`config.mk`:
```
export PLATFORM = sky130hd
export DESIGN_NAME = matrix_operand_loader_flat
export DESIGN_NICKNAME = d
export VERILOG_FILES = /design/src/rtl/matrix_pkg.sv /design/src/rtl/matrix_operand_loader_if.sv /design/src/rtl/matrix_operand_loader.sv /design/src/flat_wrapper.sv
export SDC_FILE = /design/constraint.sdc
export NUM_CORES = 1
export LEC_CHECK = 0
export BUFFER_PORTS_ARGS = -buffer_cell sky130_fd_sc_hd__buf_2
export CAP_MARGIN = 30
export CORE_ASPECT_RATIO = 0.9
export CORE_MARGIN = 2
export CORE_UTILIZATION = 30
export DETAILED_ROUTE_END_ITERATION = 16
export SLEW_MARGIN = 20
export SYNTH_ARGS = -nofsm -noshare
export SYNTH_HDL_FRONTEND = slang
export SYNTH_SLANG_ARGS = --single-unit
```
`constraint.sdc`:
```
create_clock -name clk -period 2.16 [get_ports clk]
set_input_delay 0.432 -clock clk [delete_from_list [all_inputs] [get_ports clk]]
set_output_delay 0.432 -clock clk [all_outputs]
set_load 0.02 [all_outputs]
```
`src/rtl/matrix_pkg.sv`:
```
// Shared definitions for the matrix operand loader and its downstream ALU:
// op encodings, the loader state type and a clog2 helper that never returns 0.
package matrix_pkg;

    localparam logic [1:0] OP_ADD = 2'b00;
    localparam logic [1:0] OP_SUB = 2'b01;
    localparam logic [1:0] OP_MUL = 2'b10;
    localparam logic [1:0] OP_KRO = 2'b11;

    typedef enum logic [1:0] {
        IDLE   = 2'b00,
        LOAD_A = 2'b01,
        LOAD_B = 2'b10,
        HOLD   = 2'b11
    } loader_state_t;

    // Counter width helper: a single-element matrix still needs a 1-bit counter.
    function automatic int clog2_min1(input int n);
        return (n < 2) ? 1 : $clog2(n);
    endfunction

endpackage

```
`src/rtl/matrix_operand_loader_if.sv`:
```
// Command, element-stream and operand-output signals of the matrix operand loader.
// master = upstream/downstream environment, slave = the loader itself.
interface matrix_operand_loader_if #(
    parameter int word_size = 8,
    parameter int NA        = 4,
    parameter int NB        = 4
);
    logic                      cmd_valid;
    logic                      cmd_ready;
    logic [1:0]                cmd_op;
    logic                      in_valid;
    logic                      in_ready;
    logic [word_size-1:0]      in_data;
    logic                      in_last;
    logic [NA*word_size-1:0]   A;
    logic [NB*word_size-1:0]   B;
    logic [1:0]                op;
    logic                      mat_valid;
    logic                      mat_ready;
    logic                      err;

    modport master (
        output cmd_valid, cmd_op, in_valid, in_data, in_last, mat_ready,
        input  cmd_ready, in_ready, A, B, op, mat_valid, err
    );

    modport slave (
        input  cmd_valid, cmd_op, in_valid, in_data, in_last, mat_ready,
        output cmd_ready, in_ready, A, B, op, mat_valid, err
    );
endinterface

```
`src/rtl/matrix_operand_loader.sv`:
```
// Serial-to-parallel operand loader for matrix_alu: accepts one op command,
// then NA elements of A and NB elements of B (one per beat, in_last on the
// final B element), and holds the assembled operand set until consumed.
module matrix_operand_loader
    import matrix_pkg::*;
#(
    parameter int word_size     = 8,
    parameter int Amatrixrownum = 2,
    parameter int Amatrixcolnum = 2,
    parameter int Bmatrixrownum = 2,
    parameter int Bmatrixcolnum = 2
) (
    input  logic                      clk,
    input  logic                      resetn,
    matrix_operand_loader_if.slave    bus
);

    localparam int NA = Amatrixrownum * Amatrixcolnum;
    localparam int NB = Bmatrixrownum * Bmatrixcolnum;
    localparam int CW = clog2_min1((NA > NB) ? NA : NB);

    localparam logic [CW-1:0] A_LAST = CW'(NA - 1);
    localparam logic [CW-1:0] B_LAST = CW'(NB - 1);

    loader_state_t  state;
    loader_state_t  nxt;
    logic [CW-1:0]  cnt;
    logic           frame_err;

    // State register; reset aborts any partial set.
    always_ff @(posedge clk or negedge resetn) begin
        if (!resetn) state <= IDLE;
        else         state <= nxt;
    end

    // Next-state and framing-error decode: in_last must appear on, and only on, the final B beat.
    always_comb begin
        nxt       = state;
        frame_err = 1'b0;
        case (state)
            IDLE: begin
                if (bus.cmd_valid) nxt = LOAD_A;
            end
            LOAD_A: begin
                if (bus.in_valid) begin
                    if (bus.in_last) begin
                        frame_err = 1'b1;
                        nxt       = IDLE;
                    end else if (cnt == A_LAST) begin
                        nxt = LOAD_B;
                    end
                end
            end
            LOAD_B: begin
                if (bus.in_valid) begin
                    if (bus.in_last != (cnt == B_LAST)) begin
                        frame_err = 1'b1;
                        nxt       = IDLE;
                    end else if (cnt == B_LAST) begin
                        nxt = HOLD;
                    end
                end
            end
            HOLD: begin
                if (bus.mat_ready) nxt = IDLE;
            end
            default: nxt = IDLE;
        endcase
    end

    // Handshake outputs decoded straight from state.
    always_comb begin
        bus.cmd_ready = (state == IDLE);
        bus.in_ready  = (state == LOAD_A) || (state == LOAD_B);
        bus.mat_valid = (state == HOLD);
    end

    // Element counter, operand assembly, op latch and the one-cycle err pulse.
    always_ff @(posedge clk or negedge resetn) begin
        if (!resetn) begin
            cnt     <= '0;
            bus.A   <= '0;
            bus.B   <= '0;
            bus.op  <= OP_ADD;
            bus.err <= 1'b0;
        end else begin
            bus.err <= frame_err;
            case (state)
                IDLE: begin
                    if (bus.cmd_valid) begin
                        bus.op <= bus.cmd_op;
                        cnt    <= '0;
                    end
                end
                LOAD_A: begin
                    if (bus.in_valid) begin
                        bus.A[cnt*word_size +: word_size] <= bus.in_data;
                        cnt <= (cnt == A_LAST) ? '0 : cnt + 1'b1;
                    end
                end
                LOAD_B: begin
                    if (bus.in_valid) begin
                        bus.B[cnt*word_size +: word_size] <= bus.in_data;
                        cnt <= (cnt == B_LAST) ? '0 : cnt + 1'b1;
                    end
                end
                default: ;
            endcase
        end
    end

endmodule
```
`src/flat_wrapper.sv`:
```
// flat-port wrapper written by rule: the top's interface ports become plain ports
module matrix_operand_loader_flat import matrix_pkg::*;
#(
    parameter int word_size     = 8,
    parameter int Amatrixrownum = 2,
    parameter int Amatrixcolnum = 2,
    parameter int Bmatrixrownum = 2,
    parameter int Bmatrixcolnum = 2
)
  (clk, resetn, bus_cmd_valid, bus_cmd_op, bus_in_valid, bus_in_data, bus_in_last, bus_mat_ready, bus_cmd_ready, bus_in_ready, bus_A, bus_B, bus_op, bus_mat_valid, bus_err);
  matrix_operand_loader_if #(.word_size(word_size)) bus_i ();
  input  logic clk;
  input  logic resetn;
  input wire logic [$bits(bus_i.cmd_valid)-1:0] bus_cmd_valid;
  input wire logic [$bits(bus_i.cmd_op)-1:0] bus_cmd_op;
  input wire logic [$bits(bus_i.in_valid)-1:0] bus_in_valid;
  input wire logic [$bits(bus_i.in_data)-1:0] bus_in_data;
  input wire logic [$bits(bus_i.in_last)-1:0] bus_in_last;
  input wire logic [$bits(bus_i.mat_ready)-1:0] bus_mat_ready;
  output wire logic [$bits(bus_i.cmd_ready)-1:0] bus_cmd_ready;
  output wire logic [$bits(bus_i.in_ready)-1:0] bus_in_ready;
  output wire logic [$bits(bus_i.A)-1:0] bus_A;
  output wire logic [$bits(bus_i.B)-1:0] bus_B;
  output wire logic [$bits(bus_i.op)-1:0] bus_op;
  output wire logic [$bits(bus_i.mat_valid)-1:0] bus_mat_valid;
  output wire logic [$bits(bus_i.err)-1:0] bus_err;
  assign bus_i.cmd_valid = bus_cmd_valid;
  assign bus_i.cmd_op = bus_cmd_op;
  assign bus_i.in_valid = bus_in_valid;
  assign bus_i.in_data = bus_in_data;
  assign bus_i.in_last = bus_in_last;
  assign bus_i.mat_ready = bus_mat_ready;
  assign bus_cmd_ready = bus_i.cmd_ready;
  assign bus_in_ready = bus_i.in_ready;
  assign bus_A = bus_i.A;
  assign bus_B = bus_i.B;
  assign bus_op = bus_i.op;
  assign bus_mat_valid = bus_i.mat_valid;
  assign bus_err = bus_i.err;
  matrix_operand_loader #(.word_size(word_size), .Amatrixrownum(Amatrixrownum), .Amatrixcolnum(Amatrixcolnum), .Bmatrixrownum(Bmatrixrownum), .Bmatrixcolnum(Bmatrixcolnum)) u_core (.clk(clk), .resetn(resetn), .bus(bus_i));
endmodule
```
==> results.toml <==
[run_status]
status = "completed"

[pwr]
power.leakage_nw = 1.893
finalPower_mw = 5.061
power_density_mw_per_mm2 = 1347
ir_drop_uv = 644.6

[drt]
vias_per_cell = 4.587
drtIter0Drc = 140
routed_wl_mm = 7.641
ant_nets = 0
wl_per_cell_um = 14.69
drcViolationCount = 0
vias = 2385
first_pass_iters = 5

[run]
cap_viol_max_count = 0

[worst_setup_path]
crit_path_start_kind = "flip-flop"
critical_path_arrival_ps = 1490
cp_data_required_time_ps = 1730
crit_type = "flip-flop to output port"
cpPeakStageDelay_ps = 450
critPathBufInv = 2
crit_fanout = 9
path_cells = "inv_1 -> ha_1 -> buf_2"
cp_top_family = "adder cells"
cpMaxStageDelayCell = "ha_1"
critical_path.endpoint_type = "output port"

[timing]
fin_crit_sh_pct = 89.03
setup_tns_ps = 0
drv_slew = 0
worst-slew-pin-transition_ps = 595.8
whs_ps = 87.74
hold_viol = 0
finClkSkew_ps = 9.831
setup_viol = 0
clock.fmax_mhz = 520.0
min_period_ps = 1923
slew_headroom_pct = 60.17
rsz0062_at_grt = "false"

[synthesis]
ys_seq_area_share_pct = 59.69
synth-seq-cells = 71
syn_area_mm2 = 0.002977
postSynthCellCount = 301
yosysWarnings = 0
synth.avg_cell_area_um2 = 9.889
synth.distinct_cells = 30
syn_nets = 328

[placement]
place_congestion = 0.7195
dp_hpwl_mm = 5.313
place_inst = 504
port_buffers = 85

[clock_network]
clk_path_buf_depth = 2
clock_sinks = 71
cts_tree = "done"
numCtsBuffers = 9
h-tree-depth = 3
cts_hold_buffers = 0
cts_setup_buffers = 0
post_cts_resized = 0
clk_latency_ps = 350
clkTransAtPathRegs_ps = 80
clock-root-buffer = "clkbuf_8"

[cells_and_area]
area_growth_pct = 26.23
fillers = 967
instances_no_fill = 520
fin_nets = 416
drive_gt1_share_pct = 27.92
final_core_util_pct = 38.91
antenna-diode-count = 0

[global_routing]
grt_max_degree = 72
track_usage_pct = 14.71
overflow = 0
first_global_vias = 2282
antenna_found_initial = 0
grt_pass1_wl_mm = 11.96

[die]
initial_core_util_pct = 30.82
die_w_um = 109.0
rows = 34
core_mm2 = 0.009657
die_y_um = 98.50
ioPinCount = 86
die-area_mm2 = 0.01074

[hold_path]
hp-class = "input pin to asynchronous set/reset pin"
## logic make-up after synthesis
group | share of synthesized area (%)
simple gates | 17.44
compound gates | 13.16
flops | 59.69
buf+inv | 3.068
fa+ha+maj | 4.624
mux | 1.429
xor+xnor | 0.5886
## layer usage
layer	vias to the layer above	GRT usage (%)	routed length (um)
met5	-	0	0
met4	0	5.227	108
met3	16	4.101	461
met2	72	22.74	3440
met1	1113	19.79	3630
li1	1184	-	-
## worst paths after layout
path	from	cells after the start	end	slack, ps
min	resetn	2	u_core.bus.A[13]	90
min reg2reg	u_core.bus.B[22]	2	u_core.bus.B[22]	480
max	u_core.state[0]	3	bus_in_ready	240
max reg2reg	u_core.cnt[1]	5	u_core.bus.B[28]	240
min in group clk	bus_cmd_op[1]	2	u_core.bus.op[1]	320
max in group asynchronous	resetn	2	u_core.bus.err	1730
## per-stage QoR
step	cell area (um2)	setup slack (ps)
2_1_floorplan	2977	507.8
3_3_place_gp	3537	368.4
3_5_place_dp	3537	229.7
4_1_cts	3757	192.6
5_1_grt	3757	28.49
6_report	3757	237.1
## placed cells by master (no fill, tap or decap), types with 2 or more instances in the layout
| master | Yosys | layout |
|---|---|---|
| buf_4 | 2 | 3 |
| ha_1 | 11 | 11 |
| clkbuf_8 | 0 | 9 |
| inv_6 | 0 | 2 |
| o21ai_0 | 58 | 58 |
| o21ai_1 | 8 | 8 |
| buf_2 | 3 | 85 |
| nor2b_1 | 2 | 2 |
| dfrtp_1 | 71 | 71 |
| inv_1 | 7 | 7 |
| a31oi_1 | 2 | 2 |
| bufinv_16 | 0 | 2 |
| clkinvlp_4 | 0 | 2 |
| nand3_1 | 10 | 10 |
| a21oi_1 | 3 | 3 |
| nor3b_2 | 2 | 2 |
| xnor2_1 | 2 | 2 |
| nand2_1 | 98 | 98 |
| mux2i_1 | 2 | 2 |
| mux2_2 | 2 | 2 |
## final cells by class
type / count / area, um2 / area share, %
clock buffer: 10 / 127.6 / 3.397
clock inverter: 6 / 92.59 / 2.464
timing repair buffer: 89 / 467.9 / 12.45
sequential: 71 / 1777 / 47.29
tap: 126 / 157.7 / 4.196
inverter: 7 / 26.28 / 0.6993
multi-input combinational: 211 / 1109 / 29.50
## sequential cells by signal (all words and copies together) (netlist names)
name / flops
u_core.bus.err: 1
u_core.cnt: 2
u_core.bus.B: 32
u_core.state: 2
u_core.bus.op: 2
u_core.bus.A: 32
## worst register-to-register path, delay by kind of cell (launching register included)
kind                     cells  cell delay [ps]
AND/OR/NAND/NOR              2              650
flip-flops                   1              440
adder cells (fa/ha/maj)      1              380
AO/OA/AOI/OAI                1              230
buffers and inverters        1              120
## synth_stat cells (all sizes together)
| master | instances | share of area [%] |
|---|---|---|
| nand2 | 98 | 12 |
| and3b | 1 | 0.29 |
| a221o | 1 | 0.34 |
| nor2 | 1 | 0.13 |
| inv | 7 | 0.88 |
| dfrtp | 71 | 60 |
| nor3b | 4 | 1.7 |
| nand4 | 1 | 0.21 |
| or2 | 1 | 0.21 |
| and3 | 1 | 0.21 |
| nand2b | 1 | 0.21 |
| mux2 | 2 | 0.76 |
| mux2i | 2 | 0.67 |
| ha | 11 | 4.6 |
| clkbuf | 6 | 0.80 |
| o221ai | 1 | 0.29 |
| a21oi | 3 | 0.50 |
| a221oi | 1 | 0.50 |
| buf | 6 | 1.4 |
| o21ai | 66 | 11 |
| nor2b | 2 | 0.42 |
| xnor2 | 2 | 0.59 |
| nand3 | 10 | 1.7 |
| a31oi | 2 | 0.42 |
## power by group
group          switching, mW  internal (mW)  leakage, nW
clock                  0.530          0.659        0.104
sequential             0.219           1.70        0.973
combinational           1.29          0.661        0.816
total                   2.04           3.02         1.89
Power figures use the tool's default switching activity.
